$ cat src/rtl/apb3_bridge_controller.sv
// APB-side controller of the AHB-to-APB bridge.
// Sequences one APB3 transfer per qualified AHB request. It handles PREADY
// wait states, propagates PSLVERR, aborts stalled accesses with a watchdog,
// and flags unmapped addresses. Every error source ends in the AHB two-cycle
// ERROR response.
//
// Ports:
//   Hclk, Hresetn        clock, asynchronous active-low reset
//   valid, Hwrite, Haddr qualified AHB request, sampled in IDLE
//   sel                  one-hot slave decode of Haddr (all-zero = unmapped)
//   Hwdata               AHB write data, sampled one cycle after the request
//   Prdata, Pready,      APB3 slave response
//   Pslverr
//   Paddr, Pwdata,       APB3 master outputs
//   Pwrite, Pselx,
//   Penable
//   Hreadyout, Hresp,    AHB response (all outputs are flops)
//   Hrdata
module apb3_bridge_controller #(
    parameter int unsigned ADDR_W  = 32,
    parameter int unsigned DATA_W  = 32,
    parameter int unsigned NUM_SLV = 4,
    parameter int unsigned TIMEOUT = 16
) (
    input  logic               Hclk,
    input  logic               Hresetn,
    input  logic               valid,
    input  logic               Hwrite,
    input  logic [ADDR_W-1:0]  Haddr,
    input  logic [NUM_SLV-1:0] sel,
    input  logic [DATA_W-1:0]  Hwdata,
    input  logic [DATA_W-1:0]  Prdata,
    input  logic               Pready,
    input  logic               Pslverr,
    output logic [ADDR_W-1:0]  Paddr,
    output logic [DATA_W-1:0]  Pwdata,
    output logic               Pwrite,
    output logic [NUM_SLV-1:0] Pselx,
    output logic               Penable,
    output logic               Hreadyout,
    output logic               Hresp,
    output logic [DATA_W-1:0]  Hrdata
);

    localparam logic [2:0] S_IDLE   = 3'd0;
    localparam logic [2:0] S_WWAIT  = 3'd1;
    localparam logic [2:0] S_SETUP  = 3'd2;
    localparam logic [2:0] S_ACCESS = 3'd3;
    localparam logic [2:0] S_ERR1   = 3'd4;
    localparam logic [2:0] S_ERR2   = 3'd5;

    // Counter is at least one bit wide, so a disabled watchdog still elaborates.
    localparam int unsigned CNT_W    = (TIMEOUT == 0) ? 1 : $clog2(TIMEOUT + 1);
    localparam int unsigned CNT_LAST = (TIMEOUT == 0) ? 0 : TIMEOUT - 1;
    localparam bit          WDOG_EN  = (TIMEOUT != 0);
    localparam logic [CNT_W-1:0] CNT_MAX = '1;

    logic [2:0]         state, state_d;
    logic [CNT_W-1:0]   cnt, cnt_d;
    logic [NUM_SLV-1:0] sel_r, sel_r_d;
    logic [NUM_SLV-1:0] sel_low_c;

    logic [ADDR_W-1:0]  paddr_d;
    logic [DATA_W-1:0]  pwdata_d;
    logic               pwrite_d;
    logic [NUM_SLV-1:0] pselx_d;
    logic               penable_d;
    logic               hreadyout_d;
    logic               hresp_d;
    logic [DATA_W-1:0]  hrdata_d;

    // Isolate the lowest set bit so a multi-hot decode can never reach Pselx.
    assign sel_low_c = sel & (~sel + NUM_SLV'(1));

    // State and output registers.
    always_ff @(posedge Hclk or negedge Hresetn) begin
        if (!Hresetn) begin
            state     <= S_IDLE;
            cnt       <= '0;
            sel_r     <= '0;
            Paddr     <= '0;
            Pwdata    <= '0;
            Pwrite    <= 1'b0;
            Pselx     <= '0;
            Penable   <= 1'b0;
            Hreadyout <= 1'b1;
            Hresp     <= 1'b0;
            Hrdata    <= '0;
        end else begin
            state     <= state_d;
            cnt       <= cnt_d;
            sel_r     <= sel_r_d;
            Paddr     <= paddr_d;
            Pwdata    <= pwdata_d;
            Pwrite    <= pwrite_d;
            Pselx     <= pselx_d;
            Penable   <= penable_d;
            Hreadyout <= hreadyout_d;
            Hresp     <= hresp_d;
            Hrdata    <= hrdata_d;
        end
    end

    // Next state and next output values. Outputs are computed for the state
    // being entered, so every output reflects the current state with no
    // combinational path.
    always_comb begin
        state_d     = state;
        cnt_d       = cnt;
        sel_r_d     = sel_r;
        paddr_d     = Paddr;
        pwdata_d    = Pwdata;
        pwrite_d    = Pwrite;
        pselx_d     = Pselx;
        penable_d   = Penable;
        hreadyout_d = Hreadyout;
        hresp_d     = Hresp;
        hrdata_d    = Hrdata;

        case (state)
            S_IDLE: begin
                hreadyout_d = 1'b1;
                hresp_d     = 1'b0;
                pselx_d     = '0;
                penable_d   = 1'b0;
                if (valid) begin
                    paddr_d     = Haddr;
                    pwrite_d    = Hwrite;
                    sel_r_d     = sel_low_c;
                    hreadyout_d = 1'b0;
                    if (sel == '0) begin
                        // Unmapped: skip the APB bus entirely.
                        state_d = S_ERR1;
                        hresp_d = 1'b1;
                    end else if (Hwrite) begin
                        state_d = S_WWAIT;
                    end else begin
                        state_d = S_SETUP;
                        pselx_d = sel_low_c;
                    end
                end
            end

            // Write data arrives one cycle after the address phase.
            S_WWAIT: begin
                pwdata_d = Hwdata;
                pselx_d  = sel_r;
                state_d  = S_SETUP;
            end

            S_SETUP: begin
                penable_d = 1'b1;
                cnt_d     = '0;
                state_d   = S_ACCESS;
            end

            S_ACCESS: begin
                if (Pready) begin
                    pselx_d   = '0;
                    penable_d = 1'b0;
                    if (Pslverr) begin
                        hresp_d = 1'b1;
                        state_d = S_ERR1;
                    end else begin
                        hreadyout_d = 1'b1;
                        if (!Pwrite) begin
                            hrdata_d = Prdata;
                        end
                        state_d = S_IDLE;
                    end
                end else if (WDOG_EN && (cnt == CNT_W'(CNT_LAST))) begin
                    // Watchdog: abort the stalled access.
                    pselx_d   = '0;
                    penable_d = 1'b0;
                    hresp_d   = 1'b1;
                    state_d   = S_ERR1;
                end else if (cnt != CNT_MAX) begin
                    cnt_d = cnt + CNT_W'(1);
                end
            end

            // First ERROR cycle: Hreadyout low, second cycle: Hreadyout high.
            S_ERR1: begin
                hresp_d     = 1'b1;
                hreadyout_d = 1'b1;
                state_d     = S_ERR2;
            end

            // valid is ignored here; the master cancels after an error.
            S_ERR2: begin
                hresp_d     = 1'b0;
                hreadyout_d = 1'b1;
                state_d     = S_IDLE;
            end

            default: begin
                pselx_d     = '0;
                penable_d   = 1'b0;
                hresp_d     = 1'b0;
                hreadyout_d = 1'b1;
                state_d     = S_IDLE;
            end
        endcase
    end

endmodule

$ cat config.mk
export PLATFORM = sky130hd
export DESIGN_NAME = apb3_bridge_controller
export DESIGN_NICKNAME = d
export VERILOG_FILES = /design/src/rtl/apb3_bridge_controller.sv
export SDC_FILE = /design/constraint.sdc
export NUM_CORES = 1
export LEC_CHECK = 0
export BUFFER_PORTS_ARGS = -buffer_cell sky130_fd_sc_hd__buf_2
export CAP_MARGIN = 0
export CORE_MARGIN = 1.5
export CORE_UTILIZATION = 48
export CTS_CLUSTER_DIAMETER = 40
export DETAILED_ROUTE_END_ITERATION = 7
export GPL_ROUTABILITY_DRIVEN = 0
export PLACE_DENSITY = 0.83
export SETUP_SLACK_MARGIN = 0.1
export SYNTH_ARGS = -nofsm -noshare
export SYNTH_HDL_FRONTEND = slang
export SYNTH_SLANG_ARGS = --single-unit
$ cat constraint.sdc
create_clock -name Hclk -period 2.55 [get_ports Hclk]
set_clock_uncertainty 0.1 [all_clocks]
set_input_delay 0.255 -clock Hclk [delete_from_list [all_inputs] [get_ports Hclk]]
set_output_delay 0.255 -clock Hclk [all_outputs]
set_load 0.03 [all_outputs]
* Word-level counts from Yosys, hierarchy flattened
Cells that the tools add are included.
** Storage, ports and cells
- Memories kept :: 0
- RAM bits :: 0
- Word-level logic and storage cells :: 79
- ROM bits :: 0
- Output and inout port bits :: 104
- Bits in latches :: 0
- Input bits :: 106
- Flip-flop bits (word level) :: 116
** Operators by class
- Multiplexer cells :: 30
- Reductions and logical operators :: 14
- Magnitude comparators :: 0
- Equality and inequality tests :: 15
- Bitwise gates (word level) :: 7
- Div/mod/pow operators :: 0
- $add $sub $neg :: 2
- Shifts and indexed selects :: 0
- Multipliers :: 0
** Operators by type and width (count)
- $mux W4 :: 5
- $pmux W4 S4 :: 1
- $mux W3 :: 5
- $mux W5 :: 3
- $pmux W3 S5 :: 1
- $ne A2 B2 Y1 const B :: 6
- $mux W1 :: 10
- $pmux W5 S2 :: 1
- $reduce_and A2 Y1 :: 4
- $reduce_and A4 Y1 :: 2
- $eq A3 B2 Y1 const B :: 2
- $eq A3 B3 Y1 const B :: 2
- $ne A3 B3 Y1 const B :: 2
- $pmux W1 S3 :: 2
- $reduce_and A3 Y1 :: 2
- $reduce_or A3 Y1 :: 2
- $add A5 B1 Y5 const B :: 1
- $eq A5 B4 Y1 const B :: 1
- $ne A5 B5 Y1 const B :: 1
- $not A1 Y1 :: 5
- $add A4 B1 Y4 const B :: 1
- $and A4 B4 Y4 :: 1
- $logic_not A4 Y1 :: 1
- $not A4 Y4 :: 1
- 6 further kinds :: 6

* Logic depth before layout (Yosys ltp)
Gate-level depths: netlist of the first run.
- Word-level depth :: 7
- Mapped depth :: 7

* Worst setup path before layout of the first run
Ideal clock, no wire load.
- Kind :: reg2reg
- From :: register cnt[0]
- To :: register cnt[3]
- Data arrival time :: 1.920 ns
- Path slack :: 0.461 ns
- Data required time :: 2.381 ns
- Clock period less this slack :: 2.089 ns
- Cell stages (with the launch flop) :: 7
- Cell sequence :: dfrtp_1 -> ha_1 -> and3_1 -> ha_1 -> or3_1 -> or4_1 -> nand3_1
** On the way
- Cells in the longest elaborated chain, start to end :: 5
** Ends and longest elaborated chain
- start: declaration :: RTL line 59 : logic [CNT_W-1:0] cnt, cnt_d;
- start signal: assignment :: RTL line 91 : cnt <= cnt_d;
- $add A5 B1 Y5 :: RTL line 178 : cnt_d = cnt + CNT_W'(1);
- $mux W5 :: RTL line 177 : end else if (cnt != CNT_MAX) begin
- $mux W5 :: RTL line 171 : end else if (WDOG_EN && (cnt == CNT_W'(CNT_LAST))) begin
- $mux W5 :: RTL line 158 : if (Pready) begin
- $pmux W5 S2 :: RTL line 120 : case (state)
Several ways; a longest one is shown, not always the timed one. The select of a mux whose other input is x is not followed.
A chain may end at the register's enable or synchronous reset.

* Worst setup path after layout of the first run
- From :: register state[0]
- To :: register Hrdata[3]
** On the way
- Cells in the longest elaborated chain, start to end :: 2
** Ends and longest elaborated chain
- start: declaration :: RTL line 58 : logic [2:0] state, state_d;
- start signal: assignment :: RTL line 90 : state <= state_d;
- $eq A3 B2 Y1 :: RTL line 120
- $reduce_and A4 Y1 (no source line)
- end signal: assignment :: RTL line 100 : Hrdata <= hrdata_d;
- end: declaration :: RTL line 42 : output logic [DATA_W-1:0] Hrdata
Every way passes these cells.

==> results of run 1 <==
layout by cell type, fill, tap and decap left out, types with 2 or more instances in the layout:
master	synthesis	layout
o21ai_0	6	6
buf_12	0	2
nand3_1	3	3
nor3b_1	2	2
clkbuf_8	0	2
nand2b_1	3	3
dfrtp_1	115	115
nor4b_1	2	2
clkinvlp_4	0	3
buf_2	7	208
nand3b_1	2	2
ha_1	3	3
nor2_1	4	4
a221o_1	4	4
or2_2	2	2
clkinv_2	0	4
inv_1	4	4
mux2_4	30	30
clkinv_4	0	3
mux2_2	36	36
a22o_1	2	2
clkbuf_16	0	16
or4_1	3	3
bufinv_16	0	3
o211ai_1	2	2
dlygate4sd3_1	0	103
buf_4	1	10
nor3_1	3	3
nand2_1	110	110
flip-flops by register name (all words and copies together), names as in the netlist:
name,flops
sel_r,4
Hresp,1
Hreadyout,1
Penable,1
Paddr,32
Pselx,4
Pwdata,32
state,3
cnt,5
Hrdata,32
Pwrite,1
synth_stat cells (2+ instances only):
cell	number	share of area, %
ha_1	3	0.77
nor4b_1	2	0.36
o211ai_1	2	0.31
inv_1	4	0.31
nor3b_1	2	0.31
or2_2	2	0.26
or4_1	3	0.46
nand2_1	110	8.5
buf_6	6	1.4
nor2_1	4	0.31
buf_2	7	0.72
a22o_1	2	0.36
o21ai_0	6	0.62
nor3_1	3	0.31
nand3b_1	2	0.31
mux2_2	36	8.3
dfrtp_1	115	59
nand2b_1	3	0.39
nand3_1	3	0.31
clkbuf_1	7	0.54
a221o_1	4	0.82
mux2_4	30	9.3
cell families after synthesis:
family / count (synthesis)
AND/OR/NAND/NOR: 145
flip-flops: 116
multiplexers: 67
AO/OA/AOI/OAI: 26
buffers and inverters: 25
adder cells (fa/ha/maj): 3
XOR/XNOR: 2
worst max-delay path, stage by stage, from the launching register on:
cell,delay [ns]
dfrtp_1,0.61
and3b_1,0.23
or3b_2,0.44
buf_4,0.32
mux2_4,0.38
per-layer routing:
| layer | share of wire (%) | GRT usage [%] | vias up |
|---|---|---|---|
| met5 | 0 | 0 | - |
| met4 | 3.8 | 13.1 | 0 |
| met3 | 5.7 | 8.06 | 43 |
| met2 | 52 | 52.6 | 201 |
| met1 | 38 | 34.9 | 2095 |
| li1 | - | - | 1947 |
layout make-up:
class,instances,area share (%)
Sequential cell,116,37.9
Timing Repair Buffer,323,28.5
Multi-Input combinational cell,243,23.5
Clock buffer,19,5.63
Tap cell,133,2.17
Clock inverter,13,2.07
Inverter,4,0.196
timing repair:
item,in CTS,in global routing
hold buffers,103,0
endpoints found under the hold margin,149,0
buffers inserted,0,0
metrics by stage:
stage	setup WS (ns)	total power [mW]	utilization, %	instances	instance area, µm²
2_1_floorplan	0.461	6.57	-	384	4860
6_report	0.329	10.6	78.1	851	7670
4_1_cts	0.330	10.5	78.1	851	7670
3_3_place_gp	0.415	7.79	61.6	716	6050
3_5_place_dp	0.357	7.97	61.6	716	6050
5_1_grt	0.221	11.1	78.1	851	7670
path summary, 6_finish.rpt:
| kind | to | slack, ns | startpoint |
|---|---|---|---|
| worst max-delay path | Hrdata[3]$_DFFE_PN0P_ | 0.33 | state[0]$_DFFE_PN0P_ |
| max in group asynchronous | Paddr[1]$_DFFE_PN0P_ | 1.40 | Hresetn |
| worst min-delay path | sel_r[3]$_DFFE_PN0P_ | 0.08 | sel[3] |
| worst min register to register | Paddr[31]$_DFFE_PN0P_ | 0.38 | Paddr[31]$_DFFE_PN0P_ |
| min in group asynchronous | Pwdata[9]$_DFFE_PN0P_ | 0.23 | Hresetn |
| worst max register to register | Hrdata[3]$_DFFE_PN0P_ | 0.33 | state[0]$_DFFE_PN0P_ |
power by group:
group	internal, mW	switching (mW)	leakage (nW)
combinational	1.83	3.11	2.29
sequential	2.74	0.601	1.44
clock	1.51	0.840	0.284
==> results.md, run 1 <==
- Clk Latency, worst-skew pair: around 0.50 ns
- Mean Syn Cell Area: between 10 and 15 µm²
- Ant diodes: 0
- Main combinational cell family by area after synthesis: multiplexers
- Die area: between 10,000 and 15,000 µm²
- # rows: 36
- Status: complete, no violations
- DRC: 0
- GRT Util Overall: between 30% and 40%
- Max-cap check violation count: 0
- Final Cycle Share: a little under 90%
- Fill cell total of the finished layout: around 580
- Worst hold margin: slightly below 0.08 ns
- Number of synthesized register bits: 116
- Async SR Flop Fraction: 100%
- Setup CP Type: reg -> reg
- H-Tree Depth: 4
- Drt via density: between 5 and 6
- Kind of end point of the critical path: flop
- Top_reg_cell synth: dfrtp_1
- Number of buffers created by CTS: 17
- Die height: slightly above 100 µm
- Slew HR: a little under three fifths
- Core region area: just under 10,000 µm²
- Mapped Area: 4860 µm²
- Max IR drop VDD: ~0.00069 V
- Adder-cell share of the synthesized area: less than 1%
- Share of cells above drive strength 1: a little under half
- Compound-Gate Fraction of Synth Area: approximately 4.1%
- Final Max Tran Viols: 0
- Number of port buffers: 209
- Final setup fails: 0
- Multi-input logic area: roughly 1800 µm²
- Vias in the first global route: ~4,600
- Number of enable flip-flop cells after synthesis: 0
- Syn nets: just under 500
- XOR/XNOR Fraction of Synth Area: less than 1%
- Initial antenna violation count: 0
- Gr ovfl total: 0
- CTS tree: done
- Worst hold path class: in -> reg
- CP required: roughly 2.8 ns
- Area growth, synth to finish: 57.8%
- Final hold viol count: 0
- Leakage: between 4 and 5 nW
- Die W: a little over 100 µm
- Nets: 814
- Ratio of total power to cell area: about 1400 nW/µm²
- Critical Path AT: ~2.5 ns
- Largest net degree at the start of global routing: 52
- Global-route wire length before repair: about 25,000 µm
- Detailed Routing Iterations Pass 1: 4
- FF+latch area: roughly 2900 µm²
- Post-DP HPWL: roughly 8400 µm
- Setup TNS Final: 0 ns
- Drt wl/cell: around 18 µm
- CTS root buf: clkbuf_8
- Clock sink count: around 120
- IO Count: between 200 and 250
- Vias: about 4,300
- RSZ-0062 raised after global routing: no
- Synth warn: 0
- Reg2Reg Depth: 4
- Post-synthesis cell count: ~380
- Initial DRC count: just over 200
- Max Clk Rate: 450 MHz
- Final WL: between 15,000 and 20,000 µm
- Clk slew on worst S/H paths: approximately 0.060 ns
- Simple-Gate Fraction of Synth Area: between 10 and 15%
- Seq/Total Area, Yosys: between 50 and 60%
- Post-route ant nets: 0
- Worst-Margin Slew: 0.672 ns
- Post-cts repair resize count: 0
- Clock buffer depth: 2
- CP Launch Type: flop
- Hold depth: 3
- Netlist cell types: 50
- Multiplexer share of the synthesized area: 17.8%
- Initial core utilization: roughly half
- Final min period: 2.22 ns
- Critical path fanouts, max: 32
Power figures use the tool's default switching activity.
==> inputs of run 2 (changes only) <==
--- a/config.mk
+++ b/config.mk
@@ -13,6 +13,7 @@
 export DETAILED_ROUTE_END_ITERATION = 7
 export GPL_ROUTABILITY_DRIVEN = 0
 export PLACE_DENSITY = 0.83
+export RECOVER_POWER = 25
 export SETUP_SLACK_MARGIN = 0.1
 export SYNTH_ARGS = -nofsm -noshare
 export SYNTH_HDL_FRONTEND = slang
==> run 2 against run 1 <==
  * Utilization decreased by 0.19 points
  * Critical path depth unchanged
  * Register-to-register slack about the same
  * Final cell count is the same
  * Routed wire length rose by 0.27%
  * Non-clock buffer count unchanged
  * Combinational power about the same
==> results.md, run 2 (synthesis gave the netlist of run 1 again) <==
- Status: complete, no violations
- R2R setup slack: 0.33 ns
- Die area: 10,700 µm²
- Layout Cells excl Fill: around 850
- Detailed Routing Iterations Pass 1: 5
- Post-cts repair resize count: 0
- RSZ-0062 raised after global routing: no
- Gr ovfl total: 0
- Ant diodes: 0
- Hold_buf cts: ~100
- Initial antenna violation count: 0
- Max IR drop VDD: 0.000694 V
- Max-cap check violation count: 0
- Area growth, synth to finish: 57.4%
- Final hold viol count: 0
- Largest net degree at the start of global routing: 52
- Max Clk Rate: roughly 450 MHz
- CP Launch Type: flop
- Final min period: 2.22 ns
- DRC: 0
- CTS tree: done
- IO Count: 210
- Placed Cells: 716
- Post-route ant nets: 0
- Worst hold margin: 0.0768 ns
- Core region area: between 9000 and 10,000 µm²
- Critical path's top delay family: simple AND/OR/NAND/NOR gates
- Final WL: approximately 15,000 µm
- Clk Latency, worst-skew pair: approximately 0.50 ns
- Vias: 4,313
- Most common cell after layout, fill and taps aside: buf_2
- Slew HR: 16.0%
- Placed cell area: around 6000 µm²
- Final Max Tran Viols: 0
- GRT Util Overall: a little under a third
- Post-DP HPWL: about 8400 µm
- Critical Path AT: between 2 and 3 ns
- Clk slew on worst S/H paths: 0.06 ns
- Clock sink count: 116
- Vias in the first global route: approximately 4,600
- Leakage: ~4.0 nW
- Post-CTS Setup Bufs: 0
- Kind of end point of the critical path: flop
- Drt wl/cell: approximately 18 µm
- CTS root buf: clkbuf_8
- Drt via density: 5.07
- Final setup fails: 0
- Die W: 104 µm
- # rows: 36
- Share of cells above drive strength 1: a little under half
- Final Cycle Share: between 80 and 90%
- Setup CP Type: reg -> reg
- Tot Pwr: roughly 11 mW
- Number of buffers created by CTS: 17
- Die height: 104 µm
- Most frequent cells in the layout: 208 x buf_2, 115 x dfrtp_1, 110 x nand2_1, 103 x dlygate4sd3_1, 36 x mux2_2
- Design area: 7650 µm²
- Global-route wire length before repair: 25,200 µm
- Worst-Margin Slew: approximately 1.3 ns
- Initial DRC count: about 180
- Ratio of total power to cell area: around 1400 nW/µm²
- Crit-path cells: and3b_1, or3b_2, buf_4, mux2_4
- Number of port buffers: between 200 and 250
- Worst path bufs/invs: 1
- Setup TNS Final: 0 ns
- CP required: roughly 2.8 ns
- Nets: between 800 and 900
- Largest regs: Hrdata x32, Paddr x32, Pwdata x32
- Clock buffer depth: 2
- Critical path fanouts, max: 32
- Slowest cell on the critical path: dfrtp_1
- Max incr delay on CP: just over 0.6 ns
- Worst hold path class: in -> reg
- Initial core utilization: approximately half
- H-Tree Depth: 4
run 2: changes by cell type in the layout (fill, tap and decap cells not counted):
cell | previous run | this run
clkbuf_4 | 0 | 1
clkbuf_2 | 0 | 1
buf_4 | 10 | 8
buf_12 | 2 | 1
clkbuf_1 | 1 | 2
run 2: final timing paths:
check                                 startpoint               endpoint  cells past startpoint
min reg2reg                Paddr[31]$_DFFE_PN0P_  Paddr[31]$_DFFE_PN0P_                      2
min                                       sel[3]   sel_r[3]$_DFFE_PN0P_                      3
max                         state[0]$_DFFE_PN0P_  Hrdata[3]$_DFFE_PN0P_                      4
max reg2reg                 state[0]$_DFFE_PN0P_  Hrdata[3]$_DFFE_PN0P_                      4
min in group asynchronous                Hresetn  Pwdata[5]$_DFFE_PN0P_                      2
max in group asynchronous                Hresetn  Hrdata[8]$_DFFE_PN0P_                      3
run 2: final cells by class:
type | count | area, µm²
tap | 133 | 166
inverter | 4 | 15.0
clock inverter | 13 | 159
timing repair buffer | 323 | 2170
sequential | 116 | 2900
clock buffer | 19 | 432
multi-input combinational | 243 | 1810
fill | 579 | 2170
run 2: power by group:
group | switching [mW] | internal, mW
registers | 0.603 | 2.74
clock network | 0.842 | 1.51
logic | 3.11 | 1.82
total | 4.56 | 6.08
run 2: per-layer routing:
layer  vias up  GRT usage [%]  wire length, µm
met3        44           8.06             1040
met2       230           52.6             8030
met1      2092           34.9             5820
met5         -              0                0
met4         0           13.1              599
li1       1947              -                -
run 2: worst register-to-register path: cells and delay by family, from the launching register on:
kind,cells,cell delay (ns)
and+or+nand+nor,2,0.67
DFF,1,0.61
muxes,1,0.40
buffers and inverters,1,0.32
run 2: metrics by stage:
| stage | utilization, % | setup WS, ns |
|---|---|---|
| floorplan | - | 0.461 |
| detailed placement | 61.6 | 0.357 |
| finish | 77.9 | 0.327 |
| CTS | 78.1 | 0.330 |
| global placement | 61.6 | 0.415 |
| global route | 77.9 | 0.203 |
==> inputs of run 3 (changes only) <==
--- a/config.mk
+++ b/config.mk
@@ -8,12 +8,14 @@
 export BUFFER_PORTS_ARGS = -buffer_cell sky130_fd_sc_hd__buf_2
 export CAP_MARGIN = 0
 export CORE_MARGIN = 1.5
-export CORE_UTILIZATION = 48
+export CORE_UTILIZATION = 51
 export CTS_CLUSTER_DIAMETER = 40
+export CTS_CLUSTER_SIZE = 30
 export DETAILED_ROUTE_END_ITERATION = 7
 export GPL_ROUTABILITY_DRIVEN = 0
-export PLACE_DENSITY = 0.83
+export PLACE_DENSITY = 0.87
 export RECOVER_POWER = 25
+export REMOVE_ABC_BUFFERS = 1
 export SETUP_SLACK_MARGIN = 0.1
 export SYNTH_ARGS = -nofsm -noshare
 export SYNTH_HDL_FRONTEND = slang
==> constraint.sdc (replaced) <==
create_clock -name Hclk -period 2.8 [get_ports Hclk]
set_clock_uncertainty 0.1 [all_clocks]
set_input_delay 0.28 -clock Hclk [delete_from_list [all_inputs] [get_ports Hclk]]
set_output_delay 0.28 -clock Hclk [all_outputs]
set_load 0.03 [all_outputs]
==> run 3 against run 2 <==
  * Register-to-register slack gained 0.16 ns
  * Hold slack gained 0.018 ns
  * Clock power shrank 16%
  * First-iteration DRC count grew 25%
  * Global-route usage grew 0.73 points
  * Total power shrank 11%
  * Sequential power shrank 9.3%
  * Utilization grew 4.2 points
  * Largest cell class unchanged
  * Via count grew 0.93%
  * Sequential share of layout area grew 0.33 points
  * Die area shrank 5.7%
  * Final cell count shrank 0.82%
==> results.md, run 3 (synthesis gave the netlist of run 1 again) <==
- Worst-Margin Slew: 1.38 ns
- Reg2reg start: cnt[0]$_DFFE_PN0P_
- Placed cell area: approximately 6000 µm²
- Die area: just over 10,000 µm²
- Largest net degree at the start of global routing: 54
- Final WL: between 15,000 and 20,000 µm
- Final Max Tran Viols: 0
- Capture point of the worst path: cnt[3]$_DFFE_PN0P_
- Number of buffers created by CTS: 17
- Multi-input logic area: approximately 1800 µm²
- FF+latch area: about 2900 µm²
- Number of port buffers: approximately 210
- # rows: 35
- Reg-to-Reg End: cnt[3]$_DFFE_PN0P_
- H-Tree Depth: 4
- Die height: approximately 100 µm
- Most frequent cells in the layout: 208 x buf_2, 115 x dfrtp_1, 110 x nand2_1, 103 x dlygate4sd3_1, 36 x mux2_2
- Max-cap check violation count: 0
- RSZ-0062 raised after global routing: no
- Vias: between 4,000 and 5,000
- Detailed Routing Iterations Pass 1: 4
- Slew HR: about 8%
- Critical Path AT: 2.65 ns
- Worst hold path class: in -> reg
- Fin worst setup slack: roughly 0.48 ns
- Die W: 101 µm
- IO Count: 210
- Post-DP HPWL: ~8100 µm
- Setup TNS Final: 0 ns
- Area growth, synth to finish: 56.0%
- Clock sink count: 116
- Design area: about 7600 µm²
- Initial antenna violation count: 0
- Critical path origin: cnt[0]$_DFFE_PN0P_
- Clk Latency, worst-skew pair: around 0.51 ns
- Setup slack at placement: 0.552 ns
- Clock buffer depth: 2
- R2R setup slack: between 0.4 and 0.5 ns
- Drt wl/cell: roughly 18 µm
- Initial DRC count: 227
- Leakage: approximately 4 nW
- Status: complete, no violations
- Fill cell total of the finished layout: a little under 500
- Reg2Reg Depth: 6
- Final setup fails: 0
- Critical path fanouts, max: 5
- Initial core utilization: between 50% and 60%
- Ratio of total power to cell area: 1250 nW/µm²
- Most common cell after layout, fill and taps aside: buf_2
- Hold_buf cts: 103
- Core region area: 9240 µm²
- Kind of end point of the critical path: flop
- Drt via density: 5.16
- Largest regs: Hrdata x32, Paddr x32, Pwdata x32
- Post-CTS Setup Bufs: 0
- Post-cts repair resize count: 0
- Vias in the first global route: roughly 4,700
- Post-route ant nets: 0
- Final hold viol count: 0
- CP Launch Type: flop
- Final min period: ~2.3 ns
- GRT Util Overall: 30.9%
- Global-route wire length before repair: 23,700 µm
- Gr ovfl total: 0
- Clk slew on worst S/H paths: about 0.06 ns
- Ant diodes: 0
- Final Cycle Share: between 80% and 90%
- Setup CP Type: reg -> reg
- Nets: 811
- CTS tree: done
- CTS root buf: clkbuf_8
- Max IR drop VDD: slightly below 0.0008 V
- CP required: around 3.1 ns
- Max Clk Rate: approximately 430 MHz
- Share of cells above drive strength 1: 45.3%
- DRC: 0
[run 3: cell types whose count changed in the layout (fill, tap and decap cells not counted), sizes merged]
cell and change:
clkbuf -3, buf -2, clkinv -1, inv +6, bufinv -3
[run 3: worst min path at each step]
stage	startpoint	end	slack, ns	cells after the start
floorplan	Hresetn	Hrdata[0]$_DFFE_PN0P_	-0.12	0
detailed placement	Hresetn	Paddr[15]$_DFFE_PN0P_	0.27	1
finish	sel[3]	sel_r[3]$_DFFE_PN0P_	0.09	3
global placement	Hresetn	cnt[1]$_DFFE_PN0P_	0.25	1
global route	sel[3]	sel_r[3]$_DFFE_PN0P_	0.09	3
CTS	sel[3]	sel_r[3]$_DFFE_PN0P_	0.07	3
[run 3: per-layer routing]
layer	GRT usage (%)	up-vias	wire, µm
li1	-	1947	-
met1	33.7	2148	5500
met2	56.1	220	8230
met3	7.84	38	1050
met4	14.3	0	395
met5	0	-	0
[run 3: area by class of cell]
cell class / count / area share [%]
Timing Repair Buffer: 320 / 28.5
Tap cell: 129 / 2.13
Clock inverter: 15 / 1.65
Sequential cell: 116 / 38.3
Multi-Input combinational cell: 243 / 23.8
Inverter: 4 / 0.198
Clock buffer: 17 / 5.46
[run 3: report_power, final]
part | total, mW | internal (mW) | switching [mW]
combinational | 4.45 | 1.64 | 2.81
sequential | 3.03 | 2.49 | 0.540
clock | 1.97 | 1.11 | 0.856
[run 3: critical path, cell delays in order (launching register included)]
cell	delay (ns)
dfrtp_1	0.40
ha_1	0.22
and3_1	0.20
ha_1	0.24
or3_1	0.40
or4_1	0.54
nand3_1	0.13
[run 3: per-stage QoR]
| stage | utilization, % | hold slack [ns] | std cells | total power, mW |
|---|---|---|---|---|
| 2_1_floorplan | - | -0.116 | 363 | 5.88 |
| 3_3_place_gp | 65.1 | 0.250 | 709 | 7.03 |
| 3_5_place_dp | 65.1 | 0.267 | 709 | 7.21 |
| 4_1_cts | 82.1 | 0.0708 | 844 | 9.32 |
| 5_1_grt | 82.1 | 0.0853 | 844 | 9.88 |
| 6_report | 82.1 | 0.0943 | 844 | 9.45 |
